`config.mk`:
```
export PLATFORM = sky130hd
export DESIGN_NAME = code_loader
export DESIGN_NICKNAME = d
export VERILOG_FILES = /design/src/rtl/code_loader.sv
export SDC_FILE = /design/constraint.sdc
export NUM_CORES = 1
export LEC_CHECK = 0
export BUFFER_PORTS_ARGS = -buffer_cell sky130_fd_sc_hd__buf_2
export CAP_MARGIN = 20
export CORE_MARGIN = 1.5
export CORE_UTILIZATION = 64
export DETAILED_ROUTE_END_ITERATION = 16
export PLACE_DENSITY_LB_ADDON = 0.3
export SKIP_CTS_REPAIR_TIMING = 1
export SLEW_MARGIN = 20
export SYNTH_ARGS = -nofsm -noshare
export SYNTH_HDL_FRONTEND = slang
export SYNTH_SLANG_ARGS = --single-unit
export TNS_END_PERCENT = 50
```
`constraint.sdc`:
```
create_clock -name clk -period 14.2 [get_ports clk]
set_input_delay 4.26 -clock clk [delete_from_list [all_inputs] [get_ports clk]]
set_output_delay 4.26 -clock clk [all_outputs]
set_load 0.01 [all_outputs]
```
`src/rtl/code_loader.sv`:
```
// Loader for the instruction ROM: assembles a framed byte stream (magic, length, words, XOR checksum)
// into 32-bit little-endian ROM writes while holding the CPU in reset.
module code_loader #(
  parameter int MEM_ADDR_WIDTH = 12
) (
  input  logic                      clk,
  input  logic                      rst,
  input  logic                      loadEn,
  input  logic [7:0]                rxData,
  input  logic                      rxValid,
  output logic                      rxReady,
  output logic [MEM_ADDR_WIDTH-1:0] addrIn,
  output logic [31:0]               dataIn,
  output logic [3:0]                sizeDecode,
  output logic                      cpuHold,
  output logic                      done,
  output logic                      error
);

  typedef enum logic [3:0] {
    S_IDLE, S_MAGIC, S_LEN0, S_LEN1, S_DATA, S_WRITE, S_CHECK, S_DONE, S_ERR
  } state_t;

  localparam logic [16:0] CAPACITY = 17'd1 << MEM_ADDR_WIDTH;

  state_t                    state, state_next;
  logic [15:0]               len;
  logic [16:0]               word_cnt;
  logic [1:0]                byte_cnt;
  logic [23:0]               word_buf;
  logic [7:0]                csum;
  logic [MEM_ADDR_WIDTH-1:0] addr;
  logic [MEM_ADDR_WIDTH-1:0] addr_q;
  logic [31:0]               data_q;
  logic                      start;
  logic                      accept;
  logic [16:0]               len_full;
  logic [16:0]               word_cnt_inc;

  assign accept       = rxValid && rxReady;
  assign len_full     = {1'b0, rxData, len[7:0]};
  assign word_cnt_inc = word_cnt + 17'd1;
  assign addrIn       = addr_q;
  assign dataIn       = data_q;
  assign done         = (state == S_DONE);
  assign error        = (state == S_ERR);
  // CPU runs only when idle after reset or after a verified load.
  assign cpuHold      = (state != S_IDLE) && (state != S_DONE);

  always_comb begin
    state_next = state;
    rxReady    = 1'b0;
    sizeDecode = 4'b0000;
    start      = 1'b0;
    case (state)
      S_IDLE, S_DONE, S_ERR: begin
        if (loadEn) begin
          start      = 1'b1;
          state_next = S_MAGIC;
        end
      end
      S_MAGIC: begin
        rxReady = 1'b1;
        if (rxValid) state_next = (rxData == 8'hA5) ? S_LEN0 : S_ERR;
      end
      S_LEN0: begin
        rxReady = 1'b1;
        if (rxValid) state_next = S_LEN1;
      end
      S_LEN1: begin
        rxReady = 1'b1;
        if (rxValid) begin
          if (len_full == 17'd0)         state_next = S_CHECK;
          else if (len_full > CAPACITY)  state_next = S_ERR;
          else                           state_next = S_DATA;
        end
      end
      S_DATA: begin
        rxReady = 1'b1;
        if (rxValid && byte_cnt == 2'd3) state_next = S_WRITE;
      end
      S_WRITE: begin
        sizeDecode = 4'b1111;
        state_next = (word_cnt_inc == {1'b0, len}) ? S_CHECK : S_DATA;
      end
      S_CHECK: begin
        rxReady = 1'b1;
        if (rxValid) state_next = (rxData == csum) ? S_DONE : S_ERR;
      end
      default: state_next = S_IDLE;
    endcase
  end

  always_ff @(posedge clk or posedge rst) begin
    if (rst) begin
      state    <= S_IDLE;
      len      <= '0;
      word_cnt <= '0;
      byte_cnt <= '0;
      word_buf <= '0;
      csum     <= '0;
      addr     <= '0;
      addr_q   <= '0;
      data_q   <= '0;
    end else begin
      state <= state_next;
      if (start) begin
        len      <= '0;
        word_cnt <= '0;
        byte_cnt <= '0;
        csum     <= '0;
        addr     <= '0;
      end
      if (accept) begin
        case (state)
          S_LEN0: len[7:0]  <= rxData;
          S_LEN1: len[15:8] <= rxData;
          S_DATA: begin
            csum     <= csum ^ rxData;
            byte_cnt <= byte_cnt + 2'd1;
            case (byte_cnt)
              2'd0: word_buf[7:0]   <= rxData;
              2'd1: word_buf[15:8]  <= rxData;
              2'd2: word_buf[23:16] <= rxData;
              default: begin
                // Present the finished word during the WRITE cycle and hold it afterwards.
                data_q <= {rxData, word_buf};
                addr_q <= addr;
              end
            endcase
          end
          default: ;
        endcase
      end
      if (state == S_WRITE) begin
        addr     <= addr + 1'b1;
        word_cnt <= word_cnt_inc;
        byte_cnt <= '0;
      end
    end
  end

endmodule

```
==> results.json <==
{
  "run_status": "finished, final reports clean",
  "clock_insertion_delay_worst_skew_ns": 0.52,
  "grt_max_degree": 79,
  "ctsRootBufferMaster": "sky130_fd_sc_hd__clkbuf_8",
  "clk_transition_reported_paths_ns": 0.06,
  "p_clk_share_pct": 35.7,
  "drt_iter0_markers": 273,
  "dpl-instance-area_um2": 6539,
  "clock-sinks": 127,
  "maxClockFrequency_ghz": 0.1511,
  "max-slew-margin-rel_pct": 28.00,
  "timing.hold.ws_ns": 0.4829,
  "flow.area_growth_from_synthesis_pct": 14.11,
  "drive_above_1_share_pct": 28.09,
  "ir_drop_mv": 0.09532,
  "hold_viol_final": 0,
  "synth.cell_area_um2": 6215,
  "detail-route-antenna-nets": 0,
  "htree_num_levels": 4,
  "total_of_max_cap_violations": 0,
  "netlist_cell_types": 66,
  "pwr-share-seq_pct": 41.6,
  "critical_path.startpoint_type": "flop",
  "drtPass1Iterations": 5,
  "tritoncts": "built",
  "synth-async-reset-ratio_pct": 100.0,
  "crit_buf_inv": 2,
  "synth_top_cells_by_area": "sky130_fd_sc_hd__dfrtp_1 (51%), sky130_fd_sc_hd__mux2_2 (12%), sky130_fd_sc_hd__nand2_1 (5.3%)",
  "max_stage_delay_ns": 0.61,
  "die_width_um": 101.5,
  "grt_pass1_wl_mm": 22.80,
  "yosys.area.top_type": "sky130_fd_sc_hd__dfrtp_1",
  "intPower_uw": 759.4,
  "setup-tns-final_ns": 0,
  "timing_worst_setup_path_type": "flop to output pin",
  "globalRouteOverflowTotal": 0,
  "swShare_pct": 32.97,
  "crit_arrival_ns": 2.36,
  "place_congestion": 0.8159,
  "yosys.area.top_type_share_pct": 51.14,
  "floorplan.io_pins": 64,
  "starting_utilization_of_the_core_area_pct": 66.63,
  "path_delay_family": "buffers and inverters",
  "final_design_area_no_fill_um2": 7092,
  "gr-usage-all-layers_pct": 28.76,
  "mean_routed_wirelength_per_cell_um": 17.76,
  "power_switching_uw": 373.6,
  "cpMaxStageDelayCell": "sky130_fd_sc_hd__dfrtp_1",
  "ys_seq_area_share_pct": 51.14,
  "detail_route.vias_per_cell": 6.093,
  "design.die.area_um2": 10310,
  "syn_nets": 609,
  "grt_pass1_vias": 4729,
  "cp-end-kind": "output pin",
  "power.static_leakage_uw": 0.003485,
  "finalCriticalPeriod_ns": 6.618,
  "detailed_place_hpwl_mm": 8.595,
  "power.combinational.fraction_pct": 22.7,
  "clock_tree.buffer_depth": 2,
  "layout.cells.most_common": "sky130_fd_sc_hd__dfrtp_1",
  "finalSetupViolCount": 0,
  "rsz0062_at_grt": "false",
  "route.final.wire_length_mm": 13.80,
  "syn-instance-count": 591,
  "syn_area_per_cell_um2": 10.52,
  "path_cells": "and2b_2 > nand3b_4 > clkinv_2 > buf_2",
  "dr_total_vias": 4734,
  "worst-path-max-fanout": 25,
  "cts_buffers": 17,
  "maxSlewViolCount": 0,
  "tightest_hold_check_type": "flop to flop",
  "layout_common_cells": "sky130_fd_sc_hd__dfrtp_1 (127), sky130_fd_sc_hd__nand2_1 (87), sky130_fd_sc_hd__mux2_2 (68)",
  "tightestPinTransition_ns": 1.076,
  "synth-edff-count": 0,
  "nets": 654,
  "rows": 35,
  "critPathRequiredTime_ns": 9.94,
  "period_share_pct": 46.61,
  "synth_top_flop_cell": "sky130_fd_sc_hd__dfrtp_1",
  "final_skew_ns": 0.007399,
  "pwr_density_cell_nw_per_um2": 159.8,
  "drc": 0,
  "placement.io_buffers": 63,
  "die_y_um": 101.5,
  "synth_warn": 0,
  "yosys_register_bits": 127,
  "num_antenna_cells": 0,
  "design.core.area_um2": 9328,
  "antenna_found_initial": 0
}
[cells in the mapped netlist (8+ instances only)]
| cell type | number |
|---|---|
| sky130_fd_sc_hd__nor2_1 | 26 |
| sky130_fd_sc_hd__o21ai_0 | 66 |
| sky130_fd_sc_hd__o31ai_1 | 12 |
| sky130_fd_sc_hd__buf_2 | 11 |
| sky130_fd_sc_hd__inv_1 | 8 |
| sky130_fd_sc_hd__xnor2_1 | 22 |
| sky130_fd_sc_hd__clkbuf_1 | 24 |
| sky130_fd_sc_hd__nand3_1 | 21 |
| sky130_fd_sc_hd__mux2_2 | 68 |
| sky130_fd_sc_hd__dfrtp_1 | 127 |
| sky130_fd_sc_hd__nand4_1 | 8 |
| sky130_fd_sc_hd__a21oi_1 | 13 |
| sky130_fd_sc_hd__xor2_1 | 8 |
| sky130_fd_sc_hd__nand2_1 | 88 |
[final cells by class]
class | count | area [um^2]
clock buffer | 20 | 445.4
sequential | 127 | 3178
tap | 129 | 161.4
fill | 613 | 2236
timing repair buffer | 65 | 330.3
clock inverter | 11 | 107.6
inverter | 9 | 37.54
multi-input combinational | 416 | 2831
[kinds of logic (layout without fill, tap and decap cells)]
family	Yosys count	count (layout)	synth area share, %
multiplexers	71	71	12.80
AND/OR/NAND/NOR	186	186	15.08
flip-flops	127	127	51.14
adder cells (fa/ha/maj)	6	6	1.208
AO/OA/AOI/OAI	123	123	12.20
buffers and inverters	48	105	3.342
XOR/XNOR	30	30	4.228
[metrics by stage]
stage | std cells | utilization [%] | setup WS [ns] | power [uW]
floorplan | 591 | - | 6.556 | 663.2
global route | 777 | 76.03 | 7.488 | 1189
global placement | 746 | 70.10 | 7.777 | 709.5
detailed placement | 746 | 70.10 | 7.657 | 723.9
finish | 777 | 76.03 | 7.582 | 1133
CTS | 777 | 76.03 | 7.616 | 1134
[state kept, by name (all words and copies together) (netlist names)]
signal and cells:
byte_cnt 2, csum 8, word_buf 24, state 4, word_cnt 17, addrIn 12
addr 12, len 16, dataIn 32
[power by group through the flow]
stage	Combinational (uW)	Clock, uW	Sequential, uW
global placement	239	0	470
global route	288	422	479
detailed placement	250	0	474
floorplan	212	0	451
CTS	255	409	469
finish	258	404	471
[worst reg2reg max path, cell delays in order, from the launching register on]
cell                       delay (ns)
sky130_fd_sc_hd__dfrtp_1         0.61
sky130_fd_sc_hd__and2b_2         0.32
sky130_fd_sc_hd__nand3b_4        0.27
sky130_fd_sc_hd__clkinv_2        0.38
sky130_fd_sc_hd__nor2_1          0.93
sky130_fd_sc_hd__o21ai_0         0.30
sky130_fd_sc_hd__o31ai_1         0.14
[metal layers]
layer  vias up  routed length [um]  track usage [%]  part of all wire [%]
li1       2176                   -                -                     -
met3        44                 767            5.728                   5.6
met2       178                6972            47.54                    51
met4         0                 413            14.42                   3.0
met1      2336                5643            36.27                    41
met5         -                   0                0                     0
[final timing paths]
path	startpoint	to	slack (ns)	cells after the start
worst min register to register	addr[11]$_DFFE_PP0P_	addr[11]$_DFFE_PP0P_	0.48	1
max in group asynchronous	rst	len[13]$_DFF_PP0_	8.99	3
min in group asynchronous	rst	dataIn[14]$_DFFE_PP0P_	3.81	2
worst max-delay path	state[3]$_DFFE_PP0P_	sizeDecode[1]	7.58	4
worst max register to register	state[3]$_DFFE_PP0P_	word_cnt[5]$_DFFE_PP0P_	11.15	6
worst min-delay path	addr[11]$_DFFE_PP0P_	addr[11]$_DFFE_PP0P_	0.48	1
Power figures use the tool's default switching activity.
